`src/rtl/mdu_sequencer.sv`:
```
// Iterative unsigned multiply/divide sequencer: shift-add multiply and restoring
// divide, one pass through a shared (N+1)-bit adder per clock.

module adder #(
   parameter int unsigned WIDTH = 5
) (
   input  logic [WIDTH-1:0] add1,
   input  logic [WIDTH-1:0] add0,
   input  logic             carry_in,
   output logic [WIDTH-1:0] sum
);
   assign sum = add1 + add0 + WIDTH'(carry_in);
endmodule

module mdu_sequencer #(
   parameter int unsigned parallelism = 4
) (
   input  logic                   clk,
   input  logic                   rst_n,
   input  logic                   start,
   input  logic                   op,
   input  logic [parallelism-1:0] opA,
   input  logic [parallelism-1:0] opB,
   output logic                   busy,
   output logic                   done,
   output logic [parallelism-1:0] result_hi,
   output logic [parallelism-1:0] result_lo,
   output logic                   div_by_zero
);
   localparam int unsigned N  = parallelism;
   localparam int unsigned W  = N + 1;
   localparam int unsigned CW = $clog2(N) + 1;

   typedef enum logic [1:0] {IDLE, RUN, DONE} state_t;

   state_t          state;
   logic [W-1:0]    r;
   logic [N-1:0]    q;
   logic [N-1:0]    b;
   logic            op_r;
   logic [CW-1:0]   cnt;

   logic [W-1:0]    add1;
   logic [W-1:0]    add0;
   logic            carry_in;
   logic [W-1:0]    sum;
   logic [W-1:0]    div_s;
   logic [W-1:0]    r_nxt;
   logic [N-1:0]    q_nxt;

   adder #(.WIDTH(W)) u_adder (
      .add1     (add1),
      .add0     (add0),
      .carry_in (carry_in),
      .sum      (sum)
   );

   // Adder operand select: conditional add for multiply, S - B for divide.
   always_comb begin
      add1     = '0;
      add0     = '0;
      carry_in = 1'b0;
      div_s    = {r[N-1:0], q[N-1]};
      if (op_r) begin
         add1     = div_s;
         add0     = ~{1'b0, b};
         carry_in = 1'b1;
      end else begin
         add1 = {1'b0, r[N-1:0]};
         add0 = q[0] ? {1'b0, b} : '0;
      end
   end

   // Next partial-result values; sum[N] clear means S >= B (restore not needed).
   always_comb begin
      r_nxt = r;
      q_nxt = q;
      if (op_r) begin
         if (!sum[N]) begin
            r_nxt = sum;
            q_nxt = {q[N-2:0], 1'b1};
         end else begin
            r_nxt = div_s;
            q_nxt = {q[N-2:0], 1'b0};
         end
      end else begin
         r_nxt = {1'b0, sum[N:1]};
         q_nxt = {sum[0], q[N-1:1]};
      end
   end

   always_ff @(posedge clk or negedge rst_n) begin
      if (!rst_n) begin
         state       <= IDLE;
         r           <= '0;
         q           <= '0;
         b           <= '0;
         op_r        <= 1'b0;
         cnt         <= '0;
         busy        <= 1'b0;
         done        <= 1'b0;
         result_hi   <= '0;
         result_lo   <= '0;
         div_by_zero <= 1'b0;
      end else begin
         done <= 1'b0;
         case (state)
            IDLE, DONE: begin
               if (start) begin
                  r           <= '0;
                  q           <= opA;
                  b           <= opB;
                  cnt         <= '0;
                  op_r        <= op;
                  div_by_zero <= 1'b0;
                  if (op && (opB == '0)) begin
                     state       <= DONE;
                     done        <= 1'b1;
                     result_hi   <= opA;
                     result_lo   <= '1;
                     div_by_zero <= 1'b1;
                  end else begin
                     state <= RUN;
                     busy  <= 1'b1;
                  end
               end else begin
                  state <= IDLE;
               end
            end
            RUN: begin
               r   <= r_nxt;
               q   <= q_nxt;
               cnt <= cnt + CW'(1);
               if (cnt == CW'(N - 1)) begin
                  state     <= DONE;
                  busy      <= 1'b0;
                  done      <= 1'b1;
                  result_hi <= r_nxt[N-1:0];
                  result_lo <= q_nxt;
               end
            end
            default: state <= IDLE;
         endcase
      end
   end
endmodule

```
`config.mk`:
```
export PLATFORM = sky130hd
export DESIGN_NAME = mdu_sequencer
export DESIGN_NICKNAME = d
export VERILOG_FILES = /design/src/rtl/mdu_sequencer.sv
export SDC_FILE = /design/constraint.sdc
export NUM_CORES = 1
export LEC_CHECK = 0
export ABC_AREA = 1
export BUFFER_PORTS_ARGS = -buffer_cell sky130_fd_sc_hd__buf_2
export CORE_ASPECT_RATIO = 0.6
export CORE_MARGIN = 4
export CORE_UTILIZATION = 47
export DETAILED_ROUTE_END_ITERATION = 8
export GPL_ROUTABILITY_DRIVEN = 0
export HOLD_SLACK_MARGIN = 0.06
export PLACE_DENSITY = 0.7
export SLEW_MARGIN = 30
export SYNTH_ARGS = -nofsm -noshare
export SYNTH_HDL_FRONTEND = slang
export SYNTH_HIERARCHICAL = 1
export SYNTH_SLANG_ARGS = --single-unit
export TNS_END_PERCENT = 1
```
`constraint.sdc`:
```
create_clock -name clk -period 6.8 [get_ports clk]
set_input_delay 1.02 -clock clk [delete_from_list [all_inputs] [get_ports clk]]
set_output_delay 1.02 -clock clk [all_outputs]
set_load 0.01 [all_outputs]
```
==> metrics.md <==
| Metric | Value |
|---|---|
| Status | finished clean |
| Area delta synth->final | 12.1% |
| Worst hold path class | reg -> reg |
| Post-Place Worst Slack | between 3 and 4 ns |
| Post-synth top area share | between 40% and 50% |
| Share of layout cells above drive strength 1 | 20.8% |
| Post-Synth Adder-Cell Area | around 5.8% |
| Worst skew pair latency | 0.27 ns |
| CTS tree | yes |
| RSZ-0062 raised after global routing | false |
| H-tree lvl count | 2 |
| Synth warnings | 6 |
| Hold Violations, Final | 0 |
| Met2 wire length | 1390 um |
| Global-route wire length before repair | ~6300 um |
| Max Fclk | 319 MHz |
| Hold_ws | roughly 0.49 ns |
| Reg2Reg Depth | 18 |
| Crit. path cell count | 18 |
| Req. time, crit path | 7.01 ns |
| Ranking of synthesized cells by area | dfrtp_1 (41%), nand2_1 (20%), inv_1 (4.5%) |
| Final antenna diode count | 0 |
| Clock Skews | 0.00550 ns |
| Total CTS buffers | 5 |
| Top Metal Used | met4 |
| Final wirelength | 3610 um |
| Met1 wire length | around 2000 um |
| MaxCap Viol Count | 0 |
| DRC viols | 0 |
| Mux contribution to synthesized area | 0% |
| Synth Instances | around 220 |
| Core area | 0.00342 mm2 |
| Slew @ Worst Pin | 0.778 ns |
| Drt pass-1 iters | 5 |
| Worst-path clk slew | about 0.06 ns |
| CP max-delay cell | dfrtp_1 |
| Setup CP Type | reg -> reg |
| Synthesized cell area | 0.00175 mm2 |
| IO buf count | 22 |
| Buffer depth of the longest clock path | 2 |
| # fillers | 310 |
| Final core occ | 57.4% |
| Initial cell density of the core | 51.2% |
| Root buf cell | clkbuf_8 |
| XOR/XNOR Fraction of Synth Area | less than 1% |
| Max transition margin | 48.2% |
| CP arrival | 3.35 ns |
| Element type at the critical path start | flop |
| Routed via count | between 1000 and 1500 |
| Top cell by count, worst path | nand2_1 |
| DIE WIDTH | 86.9 um |
| Drt via density | 4.89 |
| HPWL Detailed | ~2800 um |
| Netlist cell types | 27 |
| Max Slew Vio Count | 0 |
| Final setup violation count | 0 |
| Largest net degree at the start of global routing | 30 |
| Die area | 0.00481 mm2 |
| Routed WL per cell | between 10 and 15 um |
| Simple-Gate Fraction of Synth Area | 33.0% |
| Number of DRC markers in iteration 0 | 127 |
| Final global-route overflow total | 0 |
| Postcts setup bufs | 0 |
| Register area share after synthesis | 41.4% |
| Number of global-route vias before repair | approximately 1400 |
| Hold depth | 2 |
| Compound-cell area share of the yosys netlist | 9.63% |
| DRT antenna net count | 0 |
| Final worst setup slack | 3.66 ns |
| Slowest stage delay, CP | 0.85 ns |
| Final Critical Period | 3.14 ns |
| Clock sink total | 29 |
| Delay-heaviest family, CP | simple AND/OR/NAND/NOR gates |
| FP Rows | 16 |
| Syn nets | 241 |
| CP max FO | 26 |
| Total Neg Setup Slack | 0 ns |
| Wire length on met3 | 201 um |
| CP Capture Type | flop |
| Initial antenna violation count | 0 |
| Largest area contributor in the synthesized netlist | dfrtp_1 |
| Largest family of logic cells by synthesized area | simple AND/OR/NAND/NOR gates |
| I/O pin total | 23 |
| Seq cells post-synth | 29 |
| Period utilisation layout | 46.1% |
| CTS resizes | 0 |
| CP cell instances | inv_2 -> nand2_1 -> a21oi_1 -> fa_1 -> inv_1 -> fa_1 -> inv_1 -> nand2_1 -> nand2_1 -> nand3_1 -> nand2_1 -> inv_1 -> nand3_1 -> o21ai_1 -> nand2_1 -> nand2_1 -> nand2_1 -> nand2_1 |
| Buf+Inv Stages, Crit Path | 4 |
| Mean Syn Cell Area | 7.90 um2 |
| Hold Buf Count CTS | 0 |
| GRT Util Overall | 16.4% |
| Die span in y | 55.3 um |
| Nets | 263 |
routing by layer:
layer	global-route usage [%]	vias up
li1	-	738
met1	25.1	640
met2	22.3	38
met3	5.05	2
met4	3.56	0
met5	0	-
path summary, 6_finish.rpt:
path,to,start,slack [ns]
setup / recovery,result_hi[3],op_r,3.66
hold / removal,div_by_zero,div_by_zero,0.49
min in group asynchronous,result_lo[3],rst_n,0.77
hold reg to reg,div_by_zero,div_by_zero,0.49
setup reg to reg,result_hi[3],op_r,3.66
max in group asynchronous,b[3],rst_n,5.61
worst register-to-register path: cells and delay by family, from the launching register on:
family          cells  cell delay [ns]
flops               1             0.85
fa+ha+maj           2             0.61
buf+inv             4             0.50
simple gates       10             0.87
compound gates      2             0.25
registers in the layout (all words and copies together) (netlist names):
signal,cells
b,4
q,4
r,4
result_hi,4
result_lo,4
cnt,3
state,2
busy,1
div_by_zero,1
done,1
op_r,1
cell usage after synthesis:
| master | number |
|---|---|
| nand2_4 | 3 |
| o21ai_2 | 6 |
| ha_1 | 5 |
| nand4_4 | 1 |
| inv_1 | 21 |
| nor2_2 | 2 |
| nand3_2 | 2 |
| a21oi_1 | 6 |
| inv_4 | 2 |
| a22o_2 | 1 |
| o22ai_2 | 1 |
| nand2_1 | 95 |
| xnor2_1 | 1 |
| o211ai_1 | 2 |
| buf_4 | 2 |
| inv_2 | 2 |
| or2_1 | 2 |
| o21ai_0 | 7 |
| nor2_1 | 7 |
| nand3b_1 | 1 |
| o21ai_1 | 1 |
| nor2_4 | 2 |
| nand3_1 | 13 |
| fa_1 | 2 |
| dfrtp_1 | 29 |
| a22o_1 | 1 |
| buf_6 | 5 |
cell families (layout without fill, tap and decap cells):
family / Yosys count / in the layout
AO/OA/AOI/OAI: 25 / 25
buffers and inverters: 32 / 55
flip-flops: 29 / 29
AND/OR/NAND/NOR: 128 / 128
adder cells (fa/ha/maj): 7 / 7
XOR/XNOR: 1 / 1
cell type report:
| type | count | area, um2 | share of cell area (%) |
|---|---|---|---|
| Clock buffer | 7 | 86.3 | 4.39 |
| Clock inverter | 1 | 30.0 | 1.53 |
| Inverter | 25 | 98.8 | 5.03 |
| Multi-Input combinational cell | 161 | 858 | 43.7 |
| Sequential cell | 29 | 726 | 36.9 |
| Tap cell | 45 | 56.3 | 2.86 |
| Timing Repair Buffer | 22 | 110 | 5.60 |
placed cells by master (no fill, tap or decap), types with 2 or more instances in the layout:
master    count
nand2_1      95
dfrtp_1      29
buf_2        22
inv_1        21
nand3_1      13
nor2_1        7
o21ai_0       7
a21oi_1       6
o21ai_2       6
clkbuf_8      6
ha_1          5
nand2_4       3
inv_2         2
nor2_2        2
inv_4         2
nor2_4        2
nand3_2       2
o211ai_1      2
or2_1         2
fa_1          2
metrics by stage:
step | cell area, um2 | cells
after floorplan | 1750 | 222
final | 1970 | 290
after global routing | 1970 | 290
after global placement | 1850 | 282
after detailed placement | 1850 | 282
after CTS | 1970 | 290
Power is left out: the tool's default activity adds up to more than one toggle a clock period on the data nets, which glitch-free logic cannot reach.
